## src/rtl/real_bits_port_arbiter.sv

```systemverilog
// real_bits_port_arbiter: round-robin arbiter that grants one of N requesters,
// captures its 64-bit $realtobits pattern into a shadow register and streams
// it onto a LINK_W-bit link, least-significant beat first.
//
// Handshake semantics (both sides): a transfer happens on a rising clk edge
// where valid && ready are both 1. valid never depends on ready. While valid
// is held without ready, the associated data/last/src stay stable. On the
// requester side req_ready is the grant and doubles as the capture strobe.
module real_bits_port_arbiter #(
  parameter int N      = 4,
  parameter int LINK_W = 32
) (
  input  logic                   clk,
  input  logic                   rst_n,
  input  logic [N-1:0]           req_valid,
  input  logic [64*N-1:0]        req_bits,
  output logic [N-1:0]           req_ready,
  output logic                   link_valid,
  output logic [LINK_W-1:0]      link_data,
  output logic                   link_last,
  output logic [$clog2(N)-1:0]   link_src,
  input  logic                   link_ready,
  output logic                   busy
);

  localparam int BEATS = 64 / LINK_W;
  localparam int SW    = $clog2(N);
  localparam int BW    = (BEATS > 1) ? $clog2(BEATS) : 1;
  localparam logic [BW-1:0] LAST_BEAT = BW'(BEATS - 1);

  localparam logic [0:0] IDLE = 1'b0;
  localparam logic [0:0] SEND = 1'b1;

  // busy is the externally visible copy of the state register.
  logic [0:0]    state;
  logic [SW-1:0] ptr;
  logic [SW-1:0] src;
  logic [BW-1:0] beat;
  logic [63:0]   shadow;

  logic [SW-1:0] grant;
  logic [SW-1:0] next_ptr;
  logic [N-1:0]  grant_oh;
  logic          any_req;
  logic          capture;
  logic          beat_done;
  int            idx;

  // Rotating-priority search: first requester at or after ptr, wrapping at N.
  always_comb begin
    grant = '0;
    idx   = 0;
    for (int k = N - 1; k >= 0; k--) begin
      idx = int'(ptr) + k;
      if (idx >= N) idx = idx - N;
      if (req_valid[SW'(idx)]) grant = SW'(idx);
    end
  end

  // Grant strobe, pointer successor and link-side outputs.
  always_comb begin
    any_req   = |req_valid;
    grant_oh  = {{(N-1){1'b0}}, 1'b1} << grant;
    req_ready = (rst_n && (state == IDLE) && any_req) ? grant_oh : '0;
    capture   = |(req_valid & req_ready);
    next_ptr  = (grant == SW'(N - 1)) ? '0 : grant + 1'b1;

    link_valid = (state == SEND);
    busy       = (state == SEND);
    beat_done  = link_valid && link_ready;
    link_data  = link_valid ? shadow[int'(beat) * LINK_W +: LINK_W] : '0;
    link_last  = link_valid && (beat == LAST_BEAT);
    link_src   = link_valid ? src : '0;
  end

  // State, pointer, shadow word and beat counter.
  always_ff @(posedge clk or negedge rst_n) begin
    if (!rst_n) begin
      state  <= IDLE;
      ptr    <= '0;
      src    <= '0;
      beat   <= '0;
      shadow <= '0;
    end else if (capture) begin
      shadow <= req_bits[int'(grant) * 64 +: 64];
      src    <= grant;
      beat   <= '0;
      ptr    <= next_ptr;
      state  <= SEND;
    end else if (beat_done) begin
      if (beat == LAST_BEAT) state <= IDLE;
      else                   beat  <= beat + 1'b1;
    end
  end

endmodule

```

## config.mk

```make
export PLATFORM = sky130hd
export DESIGN_NAME = real_bits_port_arbiter
export DESIGN_NICKNAME = d
export VERILOG_FILES = /design/src/rtl/real_bits_port_arbiter.sv
export SDC_FILE = /design/constraint.sdc
export NUM_CORES = 1
export LEC_CHECK = 0
export CORE_ASPECT_RATIO = 1.1
export CORE_MARGIN = 10
export CORE_UTILIZATION = 43
export DETAILED_ROUTE_END_ITERATION = 16
export GPL_TIMING_DRIVEN = 0
export PLACE_DENSITY = 0.88
export SETUP_SLACK_MARGIN = 0.05
export SLEW_MARGIN = 15
export SYNTH_ARGS = -nofsm -noshare
export SYNTH_HDL_FRONTEND = slang
export SYNTH_SLANG_ARGS = --single-unit
```

## constraint.sdc

```tcl
create_clock -name clk -period 5.85 [get_ports clk]
set_input_delay 1.17 -clock clk [delete_from_list [all_inputs] [get_ports clk]]
set_output_delay 1.17 -clock clk [all_outputs]
set_load 0.03 [all_outputs]
```

## After elaboration in Yosys (flattened, before gate mapping)

Index checks and enable logic that the tools add are counted.

- Logic and storage cells: 67
- Output and inout bits: 41
- Bits in registers: 70
- Bits of input ports: 263

- $add $sub $neg: 9
- Shifts and indexed selects: 3
- Order comparisons: 8
- Muxes and demuxes: 30
- Reductions and logical operators: 9
- Equal/unequal tests: 1
- Bitwise logic cells: 2

Operators with widths:

| kind | number |
|---|---|
| variable part select 256 x 9 -> 64 bit | 1 |
| variable part select 64 x 7 -> 32 bit | 1 |
| two-way mux 32 bit | 1 |
| two-way mux 2 bit | 10 |
| < comparator 2 x 4 -> 1 bit, second input constant | 4 |
| two-way mux 1 bit | 14 |
| greater-or-equal comparator 3 bit, second input constant | 3 |
| binary-select mux 1 bit (select 2 bit) | 4 |
| OR reduction 4 bit | 2 |
| subtractor 2 x 1 -> 2 bit, second input constant | 4 |
| adder 2 x 2 -> 3 bit, second input constant | 2 |
| bitwise AND 4 bit | 1 |
| logical AND 1 bit | 4 |
| two-way mux 4 bit | 1 |
| nonzero test 2 bit | 2 |
| << shifter 1 x 2 -> 4 bit, first input constant | 1 |
| adder 2 x 1 -> 3 bit, second input constant | 1 |
| greater-or-equal comparator 2 x 3 -> 1 bit, second input constant | 1 |
| adder 2 x 1 -> 2 bit, second input constant | 1 |
| equality test 2 bit, second input constant | 1 |
| AND reduction 2 bit | 1 |
| adder 1 bit, second input constant | 1 |
| inverter 1 bit | 1 |

## Logic depth before layout (Yosys ltp)

Gate-level depths: netlist (run 1).

- Depth in word-level cells: 16
- Gate-level depth with buffers: 13
- Mapped depth without buffers: 8

## Least setup slack after synthesis (run 1)

No wires, ideal clock.

- Path type: input to output
- Start: in req_valid[3]
- End: out req_ready[3]
- Path buffers: 3
- Cell stages on the path: 8
- Data required time: 4.680 ns
- Data arrival time: 2.606 ns
- Slack: 2.074 ns
- Path through: and4b_1 -> a21o_1 -> buf_4 -> nor2_8 -> buf_6 -> buf_6 -> ha_1 -> and2_1

- Word-level cells in the longest chain between the ends: 9
- Elaborated cells between the ends (all ways): 20
- Those cells by class: shift (1); mux (17); reduce/logical (2)

Ends and longest elaborated chain:

| element | line | RTL |
|---|---|---|
| start: declaration | 15 | `input logic [N-1:0] req_valid,` |
| binary-select mux 1 bit (select 2 bit) | 56 | `if (req_valid[SW'(idx)]) grant = SW'(idx);` |
| two-way mux 1 bit (not written as such) (2 in a row) | 56 |  |
| two-way mux 2 bit (4 in a row) | 56 |  |
| << shifter 1 x 2 -> 4 bit | 63 | `grant_oh = {{(N-1){1'b0}}, 1'b1} << grant;` |
| two-way mux 4 bit * | 64 | `req_ready = (rst_n && (state == IDLE) && any_req) ? grant_oh : '0;` |
| end: declaration | 17 | `output logic [N-1:0] req_ready,` |

Mark *: on every way between the ends. The rest lies on a longest branch, timed or not. The select of a mux whose other input is x is not followed.

## Worst setup path after layout (run 1)

Same ends and word-level chain as after synthesis.

==> results of run 1 <==
## final cells by class
class                      instances  area, µm²  area share (%)
multi-input combinational        424       3140            35.1
timing repair buffer             304       3050            34.1
sequential                        70       1750            19.6
buffer                            65        314            3.51
inverter                          66        248            2.77
clock buffer                      13        240            2.68
tap                              157        196            2.19
clock inverter                     2       10.0           0.112
antenna                            1       2.50          0.0280
## worst paths after layout
kind / startpoint / to
worst max-delay path: req_valid[3] / req_ready[3]
worst min-delay path: src[1] / src[1]
worst max register to register: ptr[1] / shadow[18]
worst min register to register: src[1] / src[1]
max in group asynchronous: rst_n / shadow[40]
min in group asynchronous: rst_n / src[0]
## worst reg2reg max path: stages, from the launching register on
cell	delay, ns
dfrtp_1	0.46
and4b_1	0.23
a21o_1	0.19
buf_4	0.20
nor2_8	0.19
buf_6	0.23
buf_6	0.20
ha_1	0.19
nand2_1	0.11
a31oi_4	0.31
clkbuf_1	0.53
o221ai_1	0.21
## cell usage in the layout, fill, tap and decap left out, types with 2 or more instances in the layout
master           Yosys  routed
buf_4               10      11
nand2_1              4       4
clkdlybuf4s50_1      0     302
clkinv_2             0       2
nand3b_1             2       2
clkbuf_16            0       9
dfrtp_1             70      70
inv_1               66      66
and2_1               4       4
a21oi_1              3       3
buf_6                2       2
a21o_1              66      66
nand3_1             65      65
o21ai_0             65      65
buf_1                6       6
nor2_1               4       4
nor2b_1             34      34
o21a_1               2       2
mux2i_1             96      96
o221ai_1            65      65
buf_2                5       5
clkbuf_1            41      45
mux2_1               2       2
## registers in the layout (all words and copies together), names as in the netlist
signal,count
src,2
beat,1
shadow,64
busy,1
ptr,2
## routing by layer
metal	track usage, %	up-vias	wire [µm]
met5	0	-	0
met4	12.2	0	926
met3	6.50	57	2140
met2	46.6	355	12500
met1	31.8	3063	9550
li1	-	2905	-
## Yosys cell counts
| master | instances | share of area, % |
|---|---|---|
| nand3b_1 | 2 | 0.28 |
| nor3_1 | 1 | 0.092 |
| nor2_8 | 1 | 0.37 |
| buf_1 | 6 | 0.41 |
| nand2b_1 | 1 | 0.11 |
| mux2_1 | 2 | 0.41 |
| a31oi_4 | 1 | 0.39 |
| o21a_1 | 2 | 0.28 |
| a21o_1 | 66 | 9.1 |
| inv_1 | 66 | 4.5 |
| or4_1 | 1 | 0.14 |
| o221a_2 | 1 | 0.21 |
| nor4_1 | 1 | 0.11 |
| buf_4 | 10 | 1.4 |
| nand2_1 | 4 | 0.28 |
| clkbuf_1 | 41 | 2.8 |
| o31ai_1 | 1 | 0.14 |
| mux2i_1 | 96 | 18 |
| and3b_1 | 1 | 0.16 |
| nand3_1 | 65 | 6.0 |
| nor3_2 | 1 | 0.18 |
| and2_1 | 4 | 0.46 |
| nor2b_1 | 34 | 3.9 |
| o221ai_1 | 65 | 10 |
| buf_6 | 2 | 0.41 |
| dfrtp_1 | 70 | 32 |
| buf_2 | 5 | 0.46 |
| nor2_1 | 4 | 0.28 |
| a21oi_1 | 3 | 0.28 |
| and4b_1 | 1 | 0.18 |
| o21ai_0 | 65 | 6.0 |
| ha_1 | 1 | 0.23 |
| buf_8 | 1 | 0.28 |
## stage by stage
| stage | instances | instance area [µm²] | hold slack (ns) | TNS (ns) |
|---|---|---|---|---|
| finish | 1102 | 8950 | 0.501 | 0 |
| global route | 1102 | 8950 | 0.520 | 0 |
| CTS | 1101 | 8950 | 0.493 | 0 |
| detailed placement | 1086 | 8700 | 0.480 | 0 |
| global placement | 1085 | 8680 | 0.465 | -6.31 |
| floorplan | 625 | 5450 | 0.450 | 0 |
## where the power goes
group          internal, mW  total, mW  leakage, nW  switching (mW)
Clock                 0.284      0.490        0.123           0.207
Combinational          1.04       2.38         2.72            1.34
Sequential            0.720      0.864        0.865           0.143
Total                  2.04       3.74         3.71            1.69
## logic make-up (layout without fill, tap and decap cells)
family | Yosys count | in the layout
and+or+nand+nor | 121 | 121
other | 0 | 1
DFF | 70 | 70
muxes | 98 | 98
AOI/OAI and AO/OA | 204 | 204
buffers and inverters | 131 | 450
adders and majority gates | 1 | 1
==> qor.csv, run 1 <==
stage,metric,value,unit
synthesis,synth_xor_area_share,0,%
global_routing,first_global_vias,6902,
drt,drt-total-wl,25100,µm
setup_path,cpPeakStageDelay,0.73,ns
drt,routedWlPerCell,22.8,µm
global_routing,antenna_found_initial,1,
global_routing,grt_overflow,0,
setup_path,critical_path_arrival,4.11,ns
cts,clock_sinks,70,
floorplanning,die_y,138,µm
cells_and_area,finalNetCount,1204,
floorplanning,core_area,12500,µm²
placement,place_ws,0.595,ns
floorplanning,initial_core_util,43.5,%
drt,drt_iter0_drc,466,
cts,clock_path_buffers,2,
power_and_ir_drop,p_leak,3.71,nW
timing,tightest_slew,0.875,ns
cts,cts_tree,done,
synthesis,ys_ff_latch,70,
placement,dp_hpwl,19400,µm
setup_path,endpoint_kind,primary output,
cells_and_area,drive_above_1_share,3.71,%
synthesis,yosysSeqAreaShare,32.1,%
synthesis,synth_top_family_by_area,compound AO/OA/AOI/OAI gates,
synthesis,synth_compound_area_share,26.8,%
floorplanning,rows,43,
timing,relSlewSlack,41.7,%
drt,dr.pass1.iters,5,
synthesis,syn_area_per_cell,8.72,µm²
job,maxCapViolations,0,
timing,period_needed,5.28,ns
cts,cts-root-buf,clkbuf_16,
cts,clkLatencyLatePin,0.34,ns
synthesis,yosys.cell_types.count,33,
floorplanning,io_pins,304,
global_routing,grt_start_max_net_pins,41,
setup_path,cpLargestDelayFamily,buffers and inverters,
setup_path,start_kind,input port,
cells_and_area,nFillCells,1032,
power_and_ir_drop,p_total,3.74,mW
setup_path,path_buf_inv,5,
cells_and_area,area_growth,64.2,%
cts,cts_setup_buffers,0,
timing,grt_setup_unrepaired,false,
cells_and_area,postLayoutCoreUtil,71.4,%
floorplanning,die_area,17600,µm²
setup_path,crit_chain,clkdlybuf4s50_1 > and4b_1 > a21o_1 > buf_4 > nor2_8 > buf_6 > buf_6 > ha_1 > and2_1 > clkdlybuf4s50_1,
timing,hold_viol,0,
synthesis,ys_warn_count,0,
cts,cts_buffers,9,
synthesis,syn_nets,889,
cts,clk_pin_slew,0.06,ns
power_and_ir_drop,irDropWorstVdd,0.234,mV
synthesis,netlist_instances,625,
synthesis,muxShareOfSynthArea,18.0,%
cts,cts_resized,0,
timing,setup_viol,0,
outcome,status,completed,
floorplanning,die_w,127,µm
setup_path,critPathRequiredTime,4.68,ns
synthesis,netlist_area,5450,µm²
setup_path,worst_r2r_path_depth,11,
placement,io_buffers,303,
timing,fin_crit_sh,90.3,%
timing,fmax,0.189,GHz
synthesis,synth_adder_area_share,0.230,%
synthesis,synth-simple-area-share,12.5,%
drt,via_count,6380,
placement,gp_congestion,0.913,
global_routing,track_usage,27.5,%
setup_path,r2r_setup_slack,2.65,ns
drt,drc,0,
power_and_ir_drop,p_per_area,418,nW/µm²
drt,drtAntennaViolNets,0,
worst_hold_path,hold_path_depth,1,
drt,vias_per_cell,5.79,
timing,final_critical_path_setup_slack,0.566,ns
cts,cts_hold_buf,0,
setup_path,path_max_fanout,10,
setup_path,worst-setup-path-type,input port to primary output,
setup_path,worst-path-stages,10,
global_routing,grt_pass1_wl,38300,µm
worst_hold_path,hold_path_class,flop to flop,
timing,drv_slew,0,
cts,cts.htree.levels,3,
setup_path,critPathSlowestCell,clkdlybuf4s50_1,
timing,clock_skew,0.00458,ns
No activity file was read; power rests on OpenSTA's default activity.
==> run 2, diff against run 1 <==
--- a/config.mk
+++ b/config.mk
@@ -5,12 +5,11 @@
 export SDC_FILE = /design/constraint.sdc
 export NUM_CORES = 1
 export LEC_CHECK = 0
-export CORE_ASPECT_RATIO = 1.1
-export CORE_MARGIN = 10
-export CORE_UTILIZATION = 43
+export CORE_AREA = 2 2 119 121
 export DETAILED_ROUTE_END_ITERATION = 16
+export DIE_AREA = 0 0 121 123
 export GPL_TIMING_DRIVEN = 0
-export PLACE_DENSITY = 0.88
+export PLACE_DENSITY = 0.83
 export SETUP_SLACK_MARGIN = 0.05
 export SLEW_MARGIN = 15
 export SYNTH_ARGS = -nofsm -noshare
==> qor.csv, run 2 (synthesis gave the netlist of run 1 again) <==
stage,metric,value,unit
outcome,status,completed,
timing,hold_viol,0,
setup_path,start_kind,input port,
floorplanning,die_w,121,µm
timing,grt_setup_unrepaired,false,
floorplanning,initial_core_util,40.0,%
placement,gp_congestion,0.856,
placement,io_buffers,303,
timing,hold-worst-slack,0.485,ns
drt,dr.pass1.iters,5,
setup_path,critical_path_arrival,4.09,ns
cells_and_area,area_growth,64.8,%
cts,cts.htree.levels,3,
drt,drtAntennaViolNets,0,
cells_and_area,layout_common_cells,"302 x clkdlybuf4s50_1, 96 x mux2i_1, 70 x dfrtp_1, 66 x a21o_1, 66 x inv_1",
timing,relSlewSlack,40.1,%
global_routing,grt_overflow,0,
floorplanning,io_pins,304,
setup_path,worst-path-stages,10,
cts,cts_setup_buffers,0,
cts,clkLatencyLatePin,0.33,ns
cells_and_area,largest_reg_flops,64,
timing,tns,0,ns
global_routing,antenna_found_initial,0,
timing,final_critical_path_setup_slack,0.588,ns
timing,fin_crit_sh,89.9,%
global_routing,track_usage,29.4,%
job,maxCapViolations,0,
setup_path,crit_chain,clkdlybuf4s50_1 > and4b_1 > a21o_1 > buf_4 > nor2_8 > buf_6 > buf_6 > ha_1 > and2_1 > clkdlybuf4s50_1,
setup_path,path_max_fanout,10,
timing,setup_viol,0,
setup_path,path_buf_inv,5,
floorplanning,rows,43,
cells_and_area,drive_above_1_share,3.82,%
global_routing,first_global_vias,6108,
power_and_ir_drop,sw_frac_of_total,44.7,%
cts,clock_sinks,70,
floorplanning,die_y,123,µm
power_and_ir_drop,p_int,2.05,mW
drt,drc,0,
cts,cts-root-buf,clkbuf_16,
setup_path,r2r_end,shadow[25],
cts,cts_resized,0,
worst_hold_path,hold_path_class,flop to flop,
timing,fmax,0.190,GHz
power_and_ir_drop,clkPwrFrac,13.3,%
global_routing,use_met3,5.12,%
global_routing,grt_use_met1,36.0,%
cts,clk_pin_slew,0.06,ns
power_and_ir_drop,irDropWorstVdd,0.178,mV
global_routing,grt_start_max_net_pins,38,
power_and_ir_drop,p_sw,1.66,mW
global_routing,grt_pass1_wl,33400,µm
setup_path,worst-setup-path-type,input port to primary output,
drt,via_count,6163,
timing,clock_skew,0.00674,ns
placement,place_ws,0.607,ns
drt,routedWlPerCell,19.7,µm
cells_and_area,finalNetCount,1204,
setup_path,critPathRequiredTime,4.68,ns
power_and_ir_drop,p_leak,3.71,nW
drt,drt_iter0_drc,346,
global_routing,grtUsageMet2,53.1,%
timing,period_needed,5.26,ns
cells_and_area,n_antenna_cell,0,
floorplanning,die_area,14900,µm²
placement,post_dp_cell_area,8730,µm²
cts,cts_buffers,9,
cts,clock_path_buffers,2,
cells_and_area,top_regs,"shadow: 64 flops, ptr: 2 flops, src: 2 flops",
cells_and_area,final_common_cell,clkdlybuf4s50_1,
setup_path,endpoint_kind,primary output,
setup_path,critPathSlowestCell,clkdlybuf4s50_1,
power_and_ir_drop,p_comb_share,63.5,%
placement,dp_hpwl,16900,µm
placement,dpl.cell_count,1109,
floorplanning,core_area,13600,µm²
power_and_ir_drop,p_per_area,413,nW/µm²
cts,cts_tree,done,
setup_path,crit_path_start,req_valid[3],
setup_path,cpPeakStageDelay,0.70,ns
cts,cts_hold_buf,0,
cells_and_area,stdcell_area,8980,µm²
cells_and_area,fin_cells,1123,
setup_path,cpLargestDelayFamily,buffers and inverters,
global_routing,busiest_layer,met2,
drt,drt-total-wl,22200,µm
cells_and_area,largest_register,shadow,
power_and_ir_drop,seq_power_share,23.2,%
setup_path,crit_end,req_ready[3],
timing,tightest_slew,0.898,ns
setup_path,r2r_setup_slack,2.63,ns
setup_path,r2r-start,ptr[1],
drt,vias_per_cell,5.49,
setup_path,worst_r2r_path_depth,11,
timing,drv_slew,0,
==> run 2: changes by cell type in the layout (fill, tap and decap cells not counted), sizes merged <==
cell	change
clkbuf	-1
diode	-1
==> run 2: worst min path at each step <==
stage,slack [ns],start,cells after the start,endpoint
after global placement,0.47,src[1],1,src[1]
after floorplan,0.45,src[1],1,src[1]
after detailed placement,0.48,src[1],1,src[1]
final,0.49,src[1],1,src[1]
after global routing,0.52,src[1],1,src[1]
after CTS,0.49,src[1],1,src[1]
==> run 2: layout make-up <==
cell class,count,area (µm²)
buffer,65,314
clock buffer,12,246
clock inverter,2,10.0
fill,1145,4630
inverter,66,248
multi-input combinational,424,3140
sequential,70,1750
tap,180,225
timing repair buffer,304,3050
==> run 2: stage by stage <==
step / total power, mW / util (%)
6_report: 3.71 / 66.0
5_1_grt: 3.94 / 66.0
4_1_cts: 3.72 / 66.0
3_5_place_dp: 3.22 / 64.1
3_3_place_gp: 3.17 / 64.0
2_1_floorplan: 2.33 / -
==> run 2: power by group through the flow <==
stage,registers (mW),clock network (mW),logic (mW)
after floorplan,0.824,0,1.50
after global placement,0.852,0,2.32
after detailed placement,0.865,0,2.35
after CTS,0.857,0.498,2.37
after global routing,0.885,0.519,2.53
final,0.860,0.495,2.35
==> run 2: worst register-to-register path: cells and delay by family (launching register included) <==
family / cells / cell delay [ns]
compound gates: 3 / 0.72
fa+ha+maj: 1 / 0.19
buf+inv: 4 / 1.21
flops: 1 / 0.44
simple gates: 3 / 0.52
==> run 2: per-layer routing <==
| metal | vias to the layer above | routed length, µm |
|---|---|---|
| met3 | 29 | 1550 |
| met2 | 284 | 11200 |
| met4 | 0 | 419 |
| met5 | - | 0 |
| li1 | 2900 | - |
| met1 | 2950 | 9010 |
==> run 3, diff against run 2 <==
--- a/config.mk
+++ b/config.mk
@@ -9,7 +9,7 @@
 export DETAILED_ROUTE_END_ITERATION = 16
 export DIE_AREA = 0 0 121 123
 export GPL_TIMING_DRIVEN = 0
-export PLACE_DENSITY = 0.83
+export PLACE_DENSITY = 0.95
 export SETUP_SLACK_MARGIN = 0.05
 export SLEW_MARGIN = 15
 export SYNTH_ARGS = -nofsm -noshare
==> qor.csv, run 3 (synthesis gave the netlist of run 1 again) <==
stage,metric,value,unit
power_and_ir_drop,sw_frac_of_total,44.6,%
floorplanning,io_pins,304,
placement,io_buffers,303,
global_routing,grt_start_max_net_pins,41,
cells_and_area,final_common_cell,clkdlybuf4s50_1,
cts,cts_setup_buffers,0,
global_routing,antenna_found_initial,0,
setup_path,r2r_setup_slack,2.60,ns
global_routing,first_global_vias,6376,
drt,via_count,6426,
cells_and_area,regArea,1750,µm²
setup_path,endpoint_kind,primary output,
timing,relSlewSlack,40.2,%
global_routing,track_usage,30.4,%
cells_and_area,postLayoutCoreUtil,66.2,%
timing,period_needed,5.24,ns
setup_path,r2r_end,shadow[24],
floorplanning,initial_core_util,40.0,%
cells_and_area,layout_common_cells,"302 x clkdlybuf4s50_1, 96 x mux2i_1, 70 x dfrtp_1, 66 x a21o_1, 66 x inv_1",
power_and_ir_drop,p_per_area,419,nW/µm²
setup_path,critical_path_arrival,4.07,ns
timing,fin_crit_sh,89.6,%
drt,drtAntennaViolNets,0,
timing,fmax,0.191,GHz
power_and_ir_drop,p_leak,3.73,nW
power_and_ir_drop,p_sw,1.68,mW
setup_path,r2r-start,ptr[1],
global_routing,grt_pass1_wl,34400,µm
floorplanning,core_area,13600,µm²
floorplanning,die_w,121,µm
setup_path,cpPeakStageDelay,0.71,ns
setup_path,worst-setup-path-type,input port to primary output,
worst_hold_path,hold_start,src[1],
drt,vias_per_cell,5.72,
timing,grt_setup_unrepaired,false,
cts,cts_resized,0,
timing,drv_slew,0,
setup_path,worst-path-stages,10,
setup_path,start_kind,input port,
cells_and_area,finalNetCount,1204,
power_and_ir_drop,irDropWorstVdd,0.186,mV
power_and_ir_drop,seq_power_share,22.9,%
cells_and_area,largest_register,shadow,
drt,drt_iter0_drc,559,
cts,cts_tree,done,
cts,cts_buffers,9,
drt,drt-total-wl,22900,µm
timing,hold_viol,0,
placement,place_ws,0.621,ns
timing,tns,0,ns
timing,final_critical_path_setup_slack,0.610,ns
timing,hold-worst-slack,0.495,ns
drt,drc,0,
worst_hold_path,hold_path_class,flop to flop,
floorplanning,die_area,14900,µm²
drt,dr.pass1.iters,6,
setup_path,path_buf_inv,5,
setup_path,critPathRequiredTime,4.68,ns
cts,clk_pin_slew,0.05,ns
cells_and_area,drive_above_1_share,3.92,%
power_and_ir_drop,clkPwrFrac,14.1,%
setup_path,cpLargestDelayFamily,buffers and inverters,
job,maxCapViolations,0,
power_and_ir_drop,p_total,3.78,mW
setup_path,crit_chain,clkdlybuf4s50_1 > and4b_1 > a21o_1 > buf_4 > nor2_8 > buf_6 > buf_6 > ha_1 > and2_1 > clkdlybuf4s50_1,
power_and_ir_drop,p_comb_share,63.0,%
cts,clkLatencyLatePin,0.33,ns
timing,setup_viol,0,
cts,cts_hold_buf,0,
placement,gp_congestion,0.866,
setup_path,worst_r2r_path_depth,11,
setup_path,crit_path_start,req_valid[3],
cells_and_area,area_growth,65.4,%
global_routing,grt_overflow,0,
cts,clock_path_buffers,2,
floorplanning,die_y,123,µm
cells_and_area,top_regs,"shadow: 64 flops, ptr: 2 flops, src: 2 flops",
setup_path,crit_end,req_ready[3],
cells_and_area,largest_reg_flops,64,
cells_and_area,multi_input_area,3140,µm²
cts,clock_sinks,70,
timing,clock_skew,0.00574,ns
cts,cts.htree.levels,3,
setup_path,path_max_fanout,10,
drt,routedWlPerCell,20.4,µm
cts,cts-root-buf,clkbuf_16,
cells_and_area,nFillCells,1089,
power_and_ir_drop,p_int,2.09,mW
outcome,status,completed,
setup_path,critPathSlowestCell,clkdlybuf4s50_1,
cells_and_area,n_antenna_cell,0,
placement,dp_hpwl,17500,µm
floorplanning,rows,43,
timing,tightest_slew,0.897,ns
run 3: layer usage:
metal	vias up	global-route usage, %	routed length (µm)
met1	3074	36.1	8530
met5	-	0	0
met3	53	6.69	1980
met4	0	12.4	715
li1	2911	-	-
met2	388	53.5	11700
run 3: through the flow:
stage,cells,cell area (µm²)
after floorplan,625,5450
after global placement,1108,8710
after detailed placement,1109,8730
after CTS,1124,9010
after global routing,1124,9010
final,1124,9010
run 3: cell type report:
class,instances,share of cell area (%)
buffer,65,3.48
inverter,66,2.75
timing repair buffer,304,33.8
clock buffer,15,3.19
multi-input combinational,424,34.8
sequential,70,19.4
tap,180,2.50
run 3: worst min path at each step:
stage,cells after the start,slack (ns),end
after floorplan,1,0.45,src[1]
after global placement,1,0.46,src[1]
after detailed placement,1,0.49,src[1]
after CTS,1,0.50,src[1]
after global routing,1,0.54,src[1]
final,1,0.49,src[1]
run 3: worst register-to-register path, cell delays in order (launching register included):
cell	delay, ns
dfrtp_1	0.46
and4b_1	0.22
a21o_1	0.19
buf_4	0.20
nor2_8	0.18
buf_6	0.24
buf_6	0.20
ha_1	0.19
nand2_1	0.11
a31oi_4	0.33
clkbuf_1	0.58
o221ai_1	0.20
run 3: power by group through the flow:
stage	Sequential, mW	Combinational (mW)	Clock (mW)
2_1_floorplan	0.824	1.50	0
3_3_place_gp	0.851	2.32	0
3_5_place_dp	0.867	2.37	0
4_1_cts	0.859	2.38	0.537
5_1_grt	0.885	2.55	0.563
6_report	0.864	2.38	0.533
